==> config.mk <==
export PLATFORM = sky130hd
export DESIGN_NAME = io_bridge
export DESIGN_NICKNAME = d
export VERILOG_FILES = /design/src/rtl/io_bridge.sv
export SDC_FILE = /design/constraint.sdc
export NUM_CORES = 1
export LEC_CHECK = 0
export ABC_AREA = 1
export CORE_ASPECT_RATIO = 0.9
export CORE_MARGIN = 4
export CORE_UTILIZATION = 42
export CTS_CLUSTER_SIZE = 8
export DETAILED_ROUTE_END_ITERATION = 8
export PLACE_DENSITY = 0.77
export SLEW_MARGIN = 20
export SYNTH_ARGS = -nofsm -noshare
export SYNTH_HDL_FRONTEND = slang
export SYNTH_SLANG_ARGS = --single-unit
export TNS_END_PERCENT = 100
==> constraint.sdc <==
create_clock -name cpu_clk -period 1.7 [get_ports cpu_clk]
set_input_delay 0.17 -clock cpu_clk [delete_from_list [all_inputs] [get_ports cpu_clk]]
set_output_delay 0.17 -clock cpu_clk [all_outputs]
set_load 0.1 [all_outputs]
==> src/rtl/io_bridge.sv <==
// Memory-mapped I/O bridge: address decode, registered LED strobe, switch sync/debounce, load mux.
// Optional error tracking is enabled by defining IO_BRIDGE_ERR_EN.
module io_bridge #(
  parameter logic [21:0] IO_BASE         = 22'h3FFFFF,
  parameter int unsigned DEBOUNCE_CYCLES = 100000,
  parameter int unsigned CNT_W           = 20
) (
  input  logic        cpu_clk,
  input  logic        rst_n,
  input  logic        mem_read,
  input  logic        mem_write,
  input  logic [31:0] addr,
  input  logic [31:0] wdata,
  input  logic [31:0] mem_rdata,
  input  logic [15:0] switch,
  output logic [31:0] rdata,
  output logic        ledcs,
  output logic [1:0]  ledaddr,
  output logic [15:0] ledwdata,
  output logic        io_err
);

  localparam logic [7:0]       OFF_LED_LO = 8'h60;
  localparam logic [7:0]       OFF_LED_HI = 8'h62;
  localparam logic [7:0]       OFF_SW     = 8'h70;
  localparam logic [7:0]       OFF_STAT   = 8'h74;
  localparam logic [CNT_W-1:0] CNT_MAX    = CNT_W'(DEBOUNCE_CYCLES - 1);

  logic             w_io_hit;
  logic [7:0]       w_off;
  logic             w_rd;
  logic             w_led_off;
  logic             w_led_wr;
  logic             w_stat_rd;
  logic             w_accept;
  logic             w_err;
  logic             w_unused_bits;

  logic             r_ledcs;
  logic [1:0]       r_ledaddr;
  logic [15:0]      r_ledwdata;
  logic [15:0]      r_sync1;
  logic [15:0]      r_sync2;
  logic [15:0]      r_deb;
  logic [CNT_W-1:0] r_cnt;
  logic             r_changed;

  // A simultaneous read and write is treated purely as a write.
  assign w_io_hit      = (addr[31:10] == IO_BASE);
  assign w_off         = addr[7:0];
  assign w_rd          = mem_read & ~mem_write;
  assign w_led_off     = (w_off == OFF_LED_LO) | (w_off == OFF_LED_HI);
  assign w_led_wr      = mem_write & w_io_hit & w_led_off;
  assign w_stat_rd     = w_rd & w_io_hit & (w_off == OFF_STAT);
  assign w_accept      = (r_sync2 != r_deb) && (r_cnt == CNT_MAX);
  assign w_unused_bits = ^{addr[9:8], wdata[31:16]};

  always_ff @(posedge cpu_clk or negedge rst_n) begin
    if (!rst_n) begin
      r_ledcs    <= 1'b0;
      r_ledaddr  <= 2'b00;
      r_ledwdata <= 16'h0000;
    end else begin
      r_ledcs <= w_led_wr;
      if (w_led_wr) begin
        r_ledaddr  <= addr[1:0];
        r_ledwdata <= wdata[15:0];
      end
    end
  end

  always_ff @(posedge cpu_clk or negedge rst_n) begin
    if (!rst_n) begin
      r_sync1 <= 16'h0000;
      r_sync2 <= 16'h0000;
    end else begin
      r_sync1 <= switch;
      r_sync2 <= r_sync1;
    end
  end

  // Whole-vector debounce: any return to the accepted value restarts the count.
  always_ff @(posedge cpu_clk or negedge rst_n) begin
    if (!rst_n) begin
      r_deb <= 16'h0000;
      r_cnt <= '0;
    end else if (r_sync2 == r_deb) begin
      r_cnt <= '0;
    end else if (w_accept) begin
      r_deb <= r_sync2;
      r_cnt <= '0;
    end else begin
      r_cnt <= r_cnt + 1'b1;
    end
  end

  always_ff @(posedge cpu_clk or negedge rst_n) begin
    if (!rst_n) begin
      r_changed <= 1'b0;
    end else if (w_accept) begin
      r_changed <= 1'b1;
    end else if (w_stat_rd) begin
      r_changed <= 1'b0;
    end
  end

`ifdef IO_BRIDGE_ERR_EN
  logic w_unmapped;
  logic w_err_evt;
  logic r_io_err;

  assign w_unmapped = ~(w_led_off | (w_off == OFF_SW) | (w_off == OFF_STAT));
  assign w_err_evt  = w_io_hit & (mem_read | mem_write) & (w_unmapped | (w_rd & w_led_off));

  always_ff @(posedge cpu_clk or negedge rst_n) begin
    if (!rst_n) begin
      r_io_err <= 1'b0;
    end else if (w_err_evt) begin
      r_io_err <= 1'b1;
    end
  end

  assign w_err = r_io_err;
`else
  assign w_err = 1'b0;
`endif

  always_comb begin
    rdata = 32'h0000_0000;
    if (w_rd) begin
      if (!w_io_hit) begin
        rdata = mem_rdata;
      end else if (w_off == OFF_SW) begin
        rdata = {16'h0000, r_deb};
      end else if (w_off == OFF_STAT) begin
        rdata = {30'h0, w_err, r_changed};
      end
    end
  end

  assign ledcs    = r_ledcs;
  assign ledaddr  = r_ledaddr;
  assign ledwdata = r_ledwdata;
  assign io_err   = w_err;

endmodule
# Yosys cells after proc, flatten, opt, wreduce, memory -nomap -nowiden

Index checks and enable logic that the tools add are counted.

Input bits: 116
Register bits after elaboration: 88

Reductions and logical operators: 3
Equality and inequality tests: 8
Add/subtract/negate cells: 1
Mux-type cells: 8
Bitwise logic cells: 8

Operators with widths:

| operator                | number |
|---|---|
| $mux W32                | 2 |
| $mux W20                | 2 |
| $eq A8 B7 Y1 const B    | 4 |
| $eq A22 B22 Y1 const B  | 1 |
| $add A20 B1 Y20 const B | 1 |
| $eq A20 B17 Y1 const B  | 1 |
| $eq A16 B16 Y1          | 1 |
| $mux W16                | 1 |
| $ne A16 B16 Y1          | 1 |
| $and A1 B1 Y1           | 5 |
| $mux W1                 | 3 |
| $not A1 Y1              | 2 |
| $reduce_and A2 Y1       | 1 |
| $reduce_bool A2 Y1      | 1 |
| $logic_and A1 B1 Y1     | 1 |
| $or A1 B1 Y1            | 1 |

# Longest topological paths before layout

Gate-level depths: netlist of the first run.

Depth in word-level cells: 6
Depth in mapped cells: 11
Depth with buffers taken out: 10

# Least setup slack after synthesis of the first run

OpenSTA, ideal clock, no wires.

Path type: input port to output port
Start point: input port addr[0]
End point: output port rdata[7]
Slack: -0.725 ns
Arrival: 2.255 ns
Cell stages on the path: 8
Data required time: 1.530 ns
Cells stage by stage: inv_1 nand2_1 nor3_2 buf_2 nand3_1 nand3_1 nand2_1 nor2_1

Longest elaborated chain between the ends: 4

RTL lines:

| item               | line | source |
|---|---|---|
| start: declaration | 12   | `input logic [31:0] addr,` |
| $eq A8 B7 Y1       | 133  | `end else if (w_off == OFF_SW) begin` |
| $mux W16           | 133  |  |
| $mux W32           | 131  | `if (!w_io_hit) begin` |
| $mux W32           | 130  | `if (w_rd) begin` |
| end: declaration   | 16   | `output logic [31:0] rdata,` |

No other way between the ends.

# Worst setup path in the final report of the first run

Start point: input port addr[31]
End point: output port rdata[1]

Longest elaborated chain between the ends: 3

RTL lines:

| item           | line | source |
|---|---|---|
| $eq A22 B22 Y1 | 49   | `assign w_io_hit = (addr[31:10] == IO_BASE);` |
| $mux W32       | 131  |  |
| $mux W32       | 130  |  |

No other way between the ends.

==> results of run 1 <==
## flip-flops by register name, summed over array words and instances, names as in the netlist
register   cells
ledaddr        2
ledcs          1
ledwdata      16
r_changed      1
r_cnt         20
r_deb         16
r_sync1       16
r_sync2       16
## cell families after synthesis
| logic type | after synthesis | synth area share |
|---|---|---|
| simple gates | 394 | 0.379 |
| xor+xnor | 13 | 0.0263 |
| other cells | 1 | 0.000865 |
| fa+ha+maj | 1 | 0.00288 |
| flops | 88 | 0.508 |
| compound gates | 5 | 0.00635 |
| buf+inv | 74 | 0.0765 |
## worst paths after layout
kind	start	to	slack (ns)	depth (start not counted)
worst max-delay path	addr[31]	rdata[1]	-0.12	12
worst min-delay path	addr[1]	ledaddr[1]	0.27	4
worst max register to register	r_cnt[0]	r_deb[4]	0.06	8
worst min register to register	r_sync1[0]	r_sync2[0]	0.35	0
max in group asynchronous	rst_n	ledwdata[2]	0.79	3
min in group asynchronous	rst_n	r_cnt[0]	0.33	2
## per-layer routing
layer  wire length, um  global-route usage
met2              8210               0.461
met4               988               0.135
met1              5570               0.287
met3              1290              0.0465
met5                 0                   0
## power breakdown
part | internal [mW] | leakage [nW] | total [mW] | switching [mW]
Clock | 1.01 | 0.130 | 1.78 | 0.779
Combinational | 0.449 | 2.18 | 1.01 | 0.560
Sequential | 2.18 | 1.14 | 2.24 | 0.0634
## tightest hold or removal path, delay by kind of cell
kind,cells,cell delay [ns]
compound gates,1,0.09
buf+inv,3,0.30
## what timing repair did
item,CTS,global route
hold endpoints to repair,33,0
setup endpoints to repair,32,69
cloned,6,1
pin swaps,50,28
gates resized for setup,157,37
hold buffers,1,0
buffers inserted,17,5
## layout make-up
| class | instances | area, um2 | share of cell area |
|---|---|---|---|
| clock inverter | 4 | 22.5 | 0.00298 |
| multi-input combinational | 414 | 2400 | 0.318 |
| sequential | 88 | 2200 | 0.291 |
| tap | 126 | 158 | 0.0208 |
| clock buffer | 10 | 239 | 0.0316 |
| timing repair buffer | 197 | 2330 | 0.308 |
| inverter | 55 | 206 | 0.0273 |
## per-stage QoR
stage               setup slack, ns  hold WS (ns)  instances  setup TNS, ns  utilization
finish                       -0.116         0.273        894          -1.86        0.766
CTS                         -0.0638         0.269        892          -1.12        0.754
detailed placement           -0.378         0.154        854         -15.04        0.673
global placement             -0.318         0.144        854         -12.98        0.673
global route                 -0.149         0.267        894          -3.23        0.766
floorplan                   -0.0832        -0.126        576         -0.366            -
## Yosys cell counts
master	n
nand4_2	1
buf_2	7
buf_1	1
nand2_2	1
nor3_1	7
nand2_1	197
o21bai_1	1
inv_2	3
xor2_1	9
nand3_1	56
ha_1	1
conb_1	1
nor2_2	4
dfrtp_1	88
buf_6	4
nor2_1	112
or2_2	1
nand4_1	9
nand3_2	1
nand2_4	1
clkbuf_1	3
inv_1	51
nor2_4	2
nor3_2	2
clkinv_1	1
xnor2_1	4
o21ai_0	4
buf_4	4
==> reports/results.ini, run 1 <==
[sta]
rsz0062_at_grt = yes
slew_viol_final = 0
fmax_mhz = 551
finalCritPeriodShare = 1.07
final_hold_viol_count = 0
skew_ns = 0.00707
fin_ws_ns = -0.116
setup_viol = 28
min_period_ns = 1.82

[synth]
yosysTopAreaCellShare = 0.508
synth_fp_nets = 693
synth_top_cell_by_area = dfrtp_1
synth_seq_area_share = 0.508
yosys_warnings = 0
synth-seq-cells = 88
synth.avg_cell_area_um2 = 7.53
synthesis.area_um2 = 4340
syn_inst = 576
synth_area_leaders = dfrtp_1 (51%), nand2_1 (17%), nor2_1 (9.7%), nand3_1 (6.5%), inv_1 (4.4%)
synth.distinct_cells = 28

[drt]
num_vias = 4755
dr.pass1.iters = 5
routedWlPerCell_um = 18.0
postRouteAntennaNets = 0
viasPerCell = 5.32
drc = 0
drt_wl_total_mm = 16.1
drt_iter0_drc = 367

[run]
drv_cap = 0

[clock_network]
clock_sinks = 88
path_clk_slew_ns = 0.06
cts_tree = yes
htree_levels = 3
root_buffer = clkbuf_16
clk_latency_ns = 0.33
cts_made_buffers = 9
cts_buffer_depth = 2

[layout]
final_cell_mix = nand2_1 (174), dfrtp_1 (88), clkdlybuf4s50_1 (66), nor2_1 (64), inv_1 (48)
final_cell_area_um2 = 7560
layout-drive-gt1-share = 0.316
layout_commonest_cell = nand2_1
layout.nets = 882
antenna_cells = 0
fillCellCount = 622
area_delta_synth_final_pct = 74.4

[critical_path]
crit_arrival_ns = 1.65
cp.required_ns = 1.53
cp_top_family = buffers and inverters
critPathLaunchType = input port
slowest_stage = nor3_4
end_kind = output pin
cp_common_cell = buf_12
crit_buf_inv = 6
cp_cell_sequence = buf_6 -> nand2_2 -> nor2_1 -> nand4_1 -> buf_4 -> nor3_4 -> buf_6 -> buf_12 -> buf_12 -> nor2_4 -> nor2_4 -> buf_12
cp_max_fo = 5
path_class = input port to output pin
slowest_delay_ns = 0.21

[placement]
hpwl_mm = 10.1
port_buffers = 148
gp_congestion = 0.855
placed_area_um2 = 6640

[global_route]
grt_pass1_wl_mm = 24.4
grt_pass1_vias = 4718
gr-total-overflow = 0
antenna_found_initial = 0
grt_max_degree = 42
grt_usage = 0.258

[status]
violations = negative setup slack
status = finished with violations

[pwr]
cellPowerDensity_nw_per_um2 = 665
power_leakage_nw = 3.45
peakVddDrop_v = 0.000729
total_power_mw = 5.03

[die]
floorplan.initialDensity = 0.439
rows = 34
core_area_um2 = 9870
die_w_um = 115
die_h_um = 104
io_pins = 168
dieArea_um2 = 12000

[min_path]
min_path_type = input port to register

(Power assumes the default switching activity.)
==> run 2: changes to the inputs <==
--- a/config.mk
+++ b/config.mk
@@ -9,6 +9,7 @@
 export CORE_ASPECT_RATIO = 0.9
 export CORE_MARGIN = 4
 export CORE_UTILIZATION = 42
+export CTS_BUF_LIST = sky130_fd_sc_hd__clkbuf_4 sky130_fd_sc_hd__clkbuf_8
 export CTS_CLUSTER_SIZE = 8
 export DETAILED_ROUTE_END_ITERATION = 8
 export PLACE_DENSITY = 0.77
==> run 2 against run 1 <==
  * The run still ends with negative setup slack left
  * Die area is the same
  * Largest cell class unchanged
  * Clock power is 28% lower
  * Count of clock-buffer cells in the layout is the same
  * Largest power group unchanged
  * Sequential power about the same
  * Via count rose by 2.1%
  * Wire length is 4.9% higher
  * Combinational power about the same
  * Worst setup slack better by 0.10 ns
  * Cell count rose by 0.22%
  * Clock skew up 0.0084 ns
  * Global-route usage is 0.63 points lower
  * Design area up 1.1%
==> reports/results.ini, run 2 (same netlist as run 1, synthesis figures left out) <==
[status]
status = finished with violations  ; unchanged
violations = negative setup slack  ; unchanged

[layout]
final_cell_mix = nand2_1 (170), dfrtp_1 (85), clkdlybuf4s50_1 (64), nor2_1 (63)  ; was nand2_1 (174), dfrtp_1 (88), clkdlybuf4s50_1 (66), nor2_1 (64), inv_1 (48)
top_register = r_cnt  ; unchanged
final_cell_area_um2 = 7650  ; was 7560 um2
antenna_cells = 0  ; unchanged
area_delta_synth_final_pct = 76.4  ; was 74.4%
layout_commonest_cell = nand2_1  ; unchanged
layout.nets = 884  ; was 882
layout-drive-gt1-share = 0.339  ; was 0.316
fillCellCount = 608  ; was 622
largest_register_ff_count = 20  ; unchanged

[critical_path]
crit_buf_inv = 4  ; was 6
rrSetupSlack_ns = 0.01  ; was 0.06 ns
reg2reg_depth = 7  ; was 8
cp_top_family = simple AND/OR/NAND/NOR gates  ; was buffers and inverters
critPathLaunchType = input port  ; unchanged
crit_start = addr[31]  ; unchanged
r2r-start = r_cnt[0]  ; unchanged
cp.required_ns = 1.53  ; about the same
crit_arrival_ns = 1.55  ; was 1.65 ns
slowest_delay_ns = 0.20  ; was 0.21 ns
cp_max_fo = 8  ; was 5
reg2reg_to = r_cnt[16]  ; was r_deb[4]
end_kind = output pin  ; unchanged
cp_cell_sequence = buf_6 -> nand2_2 -> nor2_1 -> nand4_1 -> buf_4 -> nor2_4 -> buf_12 -> nand3_1 -> nand2_2 -> nor2_4 -> buf_12  ; was buf_6 -> nand2_2 -> nor2_1 -> nand4_1 -> buf_4 -> nor3_4 -> buf_6 -> buf_12 -> buf_12 -> nor2_4 -> nor2_4 -> buf_12
slowest_stage = buf_4  ; was nor3_4
path_class = input port to output pin  ; unchanged

[clock_network]
htree_levels = 3  ; unchanged
cts_tree = yes  ; unchanged
clock_sinks = 88  ; unchanged
clk_latency_ns = 0.36  ; was 0.33 ns
path_clk_slew_ns = 0.08  ; was 0.06 ns
root_buffer = clkbuf_8  ; was clkbuf_16
cts_buffer_depth = 2  ; unchanged
cts_made_buffers = 9  ; unchanged

[sta]
fin_hold_ws_ns = 0.246  ; was 0.273 ns
finalCritPeriodShare = 1.01  ; was 1.07
fmax_mhz = 583  ; was 551 MHz
setup_viol = 4  ; was 28
fin_ws_ns = -0.0154  ; was -0.116 ns
skew_ns = 0.0154  ; was 0.00707 ns
rsz0062_at_grt = yes  ; unchanged
slew_viol_final = 0  ; unchanged
final_hold_viol_count = 0  ; unchanged
min_period_ns = 1.72  ; was 1.82 ns

[drt]
drt_wl_total_mm = 16.8  ; was 16.1 mm
dr.pass1.iters = 6  ; was 5
postRouteAntennaNets = 0  ; unchanged
drc = 0  ; unchanged
viasPerCell = 5.42  ; was 5.32
drt_iter0_drc = 476  ; was 367
num_vias = 4855  ; was 4755
routedWlPerCell_um = 18.8  ; was 18.0 um

[pwr]
power_leakage_nw = 3.46  ; was 3.45 nW
internal-power_mw = 3.19  ; was 3.63 mW
p_seq_frac = 0.491  ; was 0.445
power_switching_mw = 1.37  ; was 1.40 mW
p_comb_frac = 0.229  ; was 0.201
pwr-share-clk = 0.280  ; was 0.355
peakVddDrop_v = 0.000535  ; was 0.000729 V
swShare = 0.300  ; was 0.279
cellPowerDensity_nw_per_um2 = 595  ; was 665 nW/um2

[min_path]
min_path_type = input port to register  ; unchanged
min_path_cells = 1  ; was 4
hold-path-endpoint = r_sync1[12]  ; was ledaddr[1]
min_from = switch[12]  ; was addr[1]

[die]
floorplan.initialDensity = 0.439  ; unchanged
core_area_um2 = 9870  ; unchanged
die_w_um = 115  ; unchanged
dieArea_um2 = 12000  ; unchanged
io_pins = 168  ; unchanged
rows = 34  ; unchanged
die_h_um = 104  ; unchanged

[placement]
gp_congestion = 0.855  ; unchanged
hpwl_mm = 10.1  ; unchanged
place_ws_ns = -0.378  ; unchanged
port_buffers = 148  ; unchanged
placed_area_um2 = 6640  ; unchanged

[global_route]
grt_max_degree = 42  ; unchanged
grt_pass1_wl_mm = 24.0  ; was 24.4 mm
antenna_found_initial = 0  ; unchanged
grt_pass1_vias = 4645  ; was 4718
gr-total-overflow = 0  ; unchanged
grt_usage = 0.252  ; was 0.258

[run]
drv_cap = 0  ; unchanged

## run 2: per-layer routing
layer | up-vias | global-route usage | wire (um)
li1 | 2153 | - | -
met1 | 2297 | 0.295 | 5690
met2 | 305 | 0.447 | 8590
met3 | 100 | 0.0436 | 1520
met4 | 0 | 0.109 | 1040
met5 | - | 0 | 0
## run 2: power groups by stage
| stage | combinational, mW | sequential, mW | clock [mW] |
|---|---|---|---|
| 2_1_floorplan | 0.456 | 2.26 | 0 |
| 3_3_place_gp | 0.924 | 2.27 | 0 |
| 3_5_place_dp | 0.940 | 2.27 | 0 |
| 4_1_cts | 0.985 | 2.23 | 1.27 |
| 5_1_grt | 1.10 | 2.25 | 1.37 |
| 6_report | 1.04 | 2.24 | 1.28 |
## run 2: layout make-up
class | instances | area [um2] | area share
sequential | 88 | 2210 | 0.288
timing repair buffer | 199 | 2380 | 0.311
multi-input combinational | 414 | 2540 | 0.332
clock inverter | 4 | 22.5 | 0.00294
clock buffer | 10 | 138 | 0.0180
inverter | 55 | 206 | 0.0270
tap | 126 | 158 | 0.0206
## run 2: what timing repair did
action / CTS / global route
setup endpoints to repair: 32 / 69
setup buffers: 19 / 5
pin swaps: 47 / 44
hold endpoints to repair: 33 / 0
gates resized for setup: 150 / 82
hold buffers: 1 / 0
gates cloned: 6 / 4
## run 2: worst max path at each step
stage / cells past startpoint / end / slack [ns]
2_1_floorplan: 5 / rdata[31] / -0.08
3_3_place_gp: 9 / rdata[1] / -0.32
3_5_place_dp: 9 / rdata[14] / -0.38
4_1_cts: 12 / rdata[1] / -0.06
5_1_grt: 7 / r_cnt[16] / -0.12
6_report: 11 / rdata[9] / -0.02
## run 2: worst register-to-register path, cell delays in order, from the launching register on
cell and delay, ns:
dfrtp_1 0.38, ha_1 0.20, nand2_1 0.09, nor2_1 0.17, nand4_1 0.29, o21bai_1 0.30
nand2_1 0.09, nor2_1 0.11
## run 2: stage by stage
stage / utilization / power, mW / cells / TNS [ns]
floorplan: - / 2.72 / 576 / -0.366
global placement: 0.673 / 3.19 / 854 / -12.98
detailed placement: 0.673 / 3.21 / 854 / -15.04
CTS: 0.745 / 4.49 / 894 / -1.11
global route: 0.775 / 4.72 / 896 / -1.16
finish: 0.775 / 4.55 / 896 / -0.0305
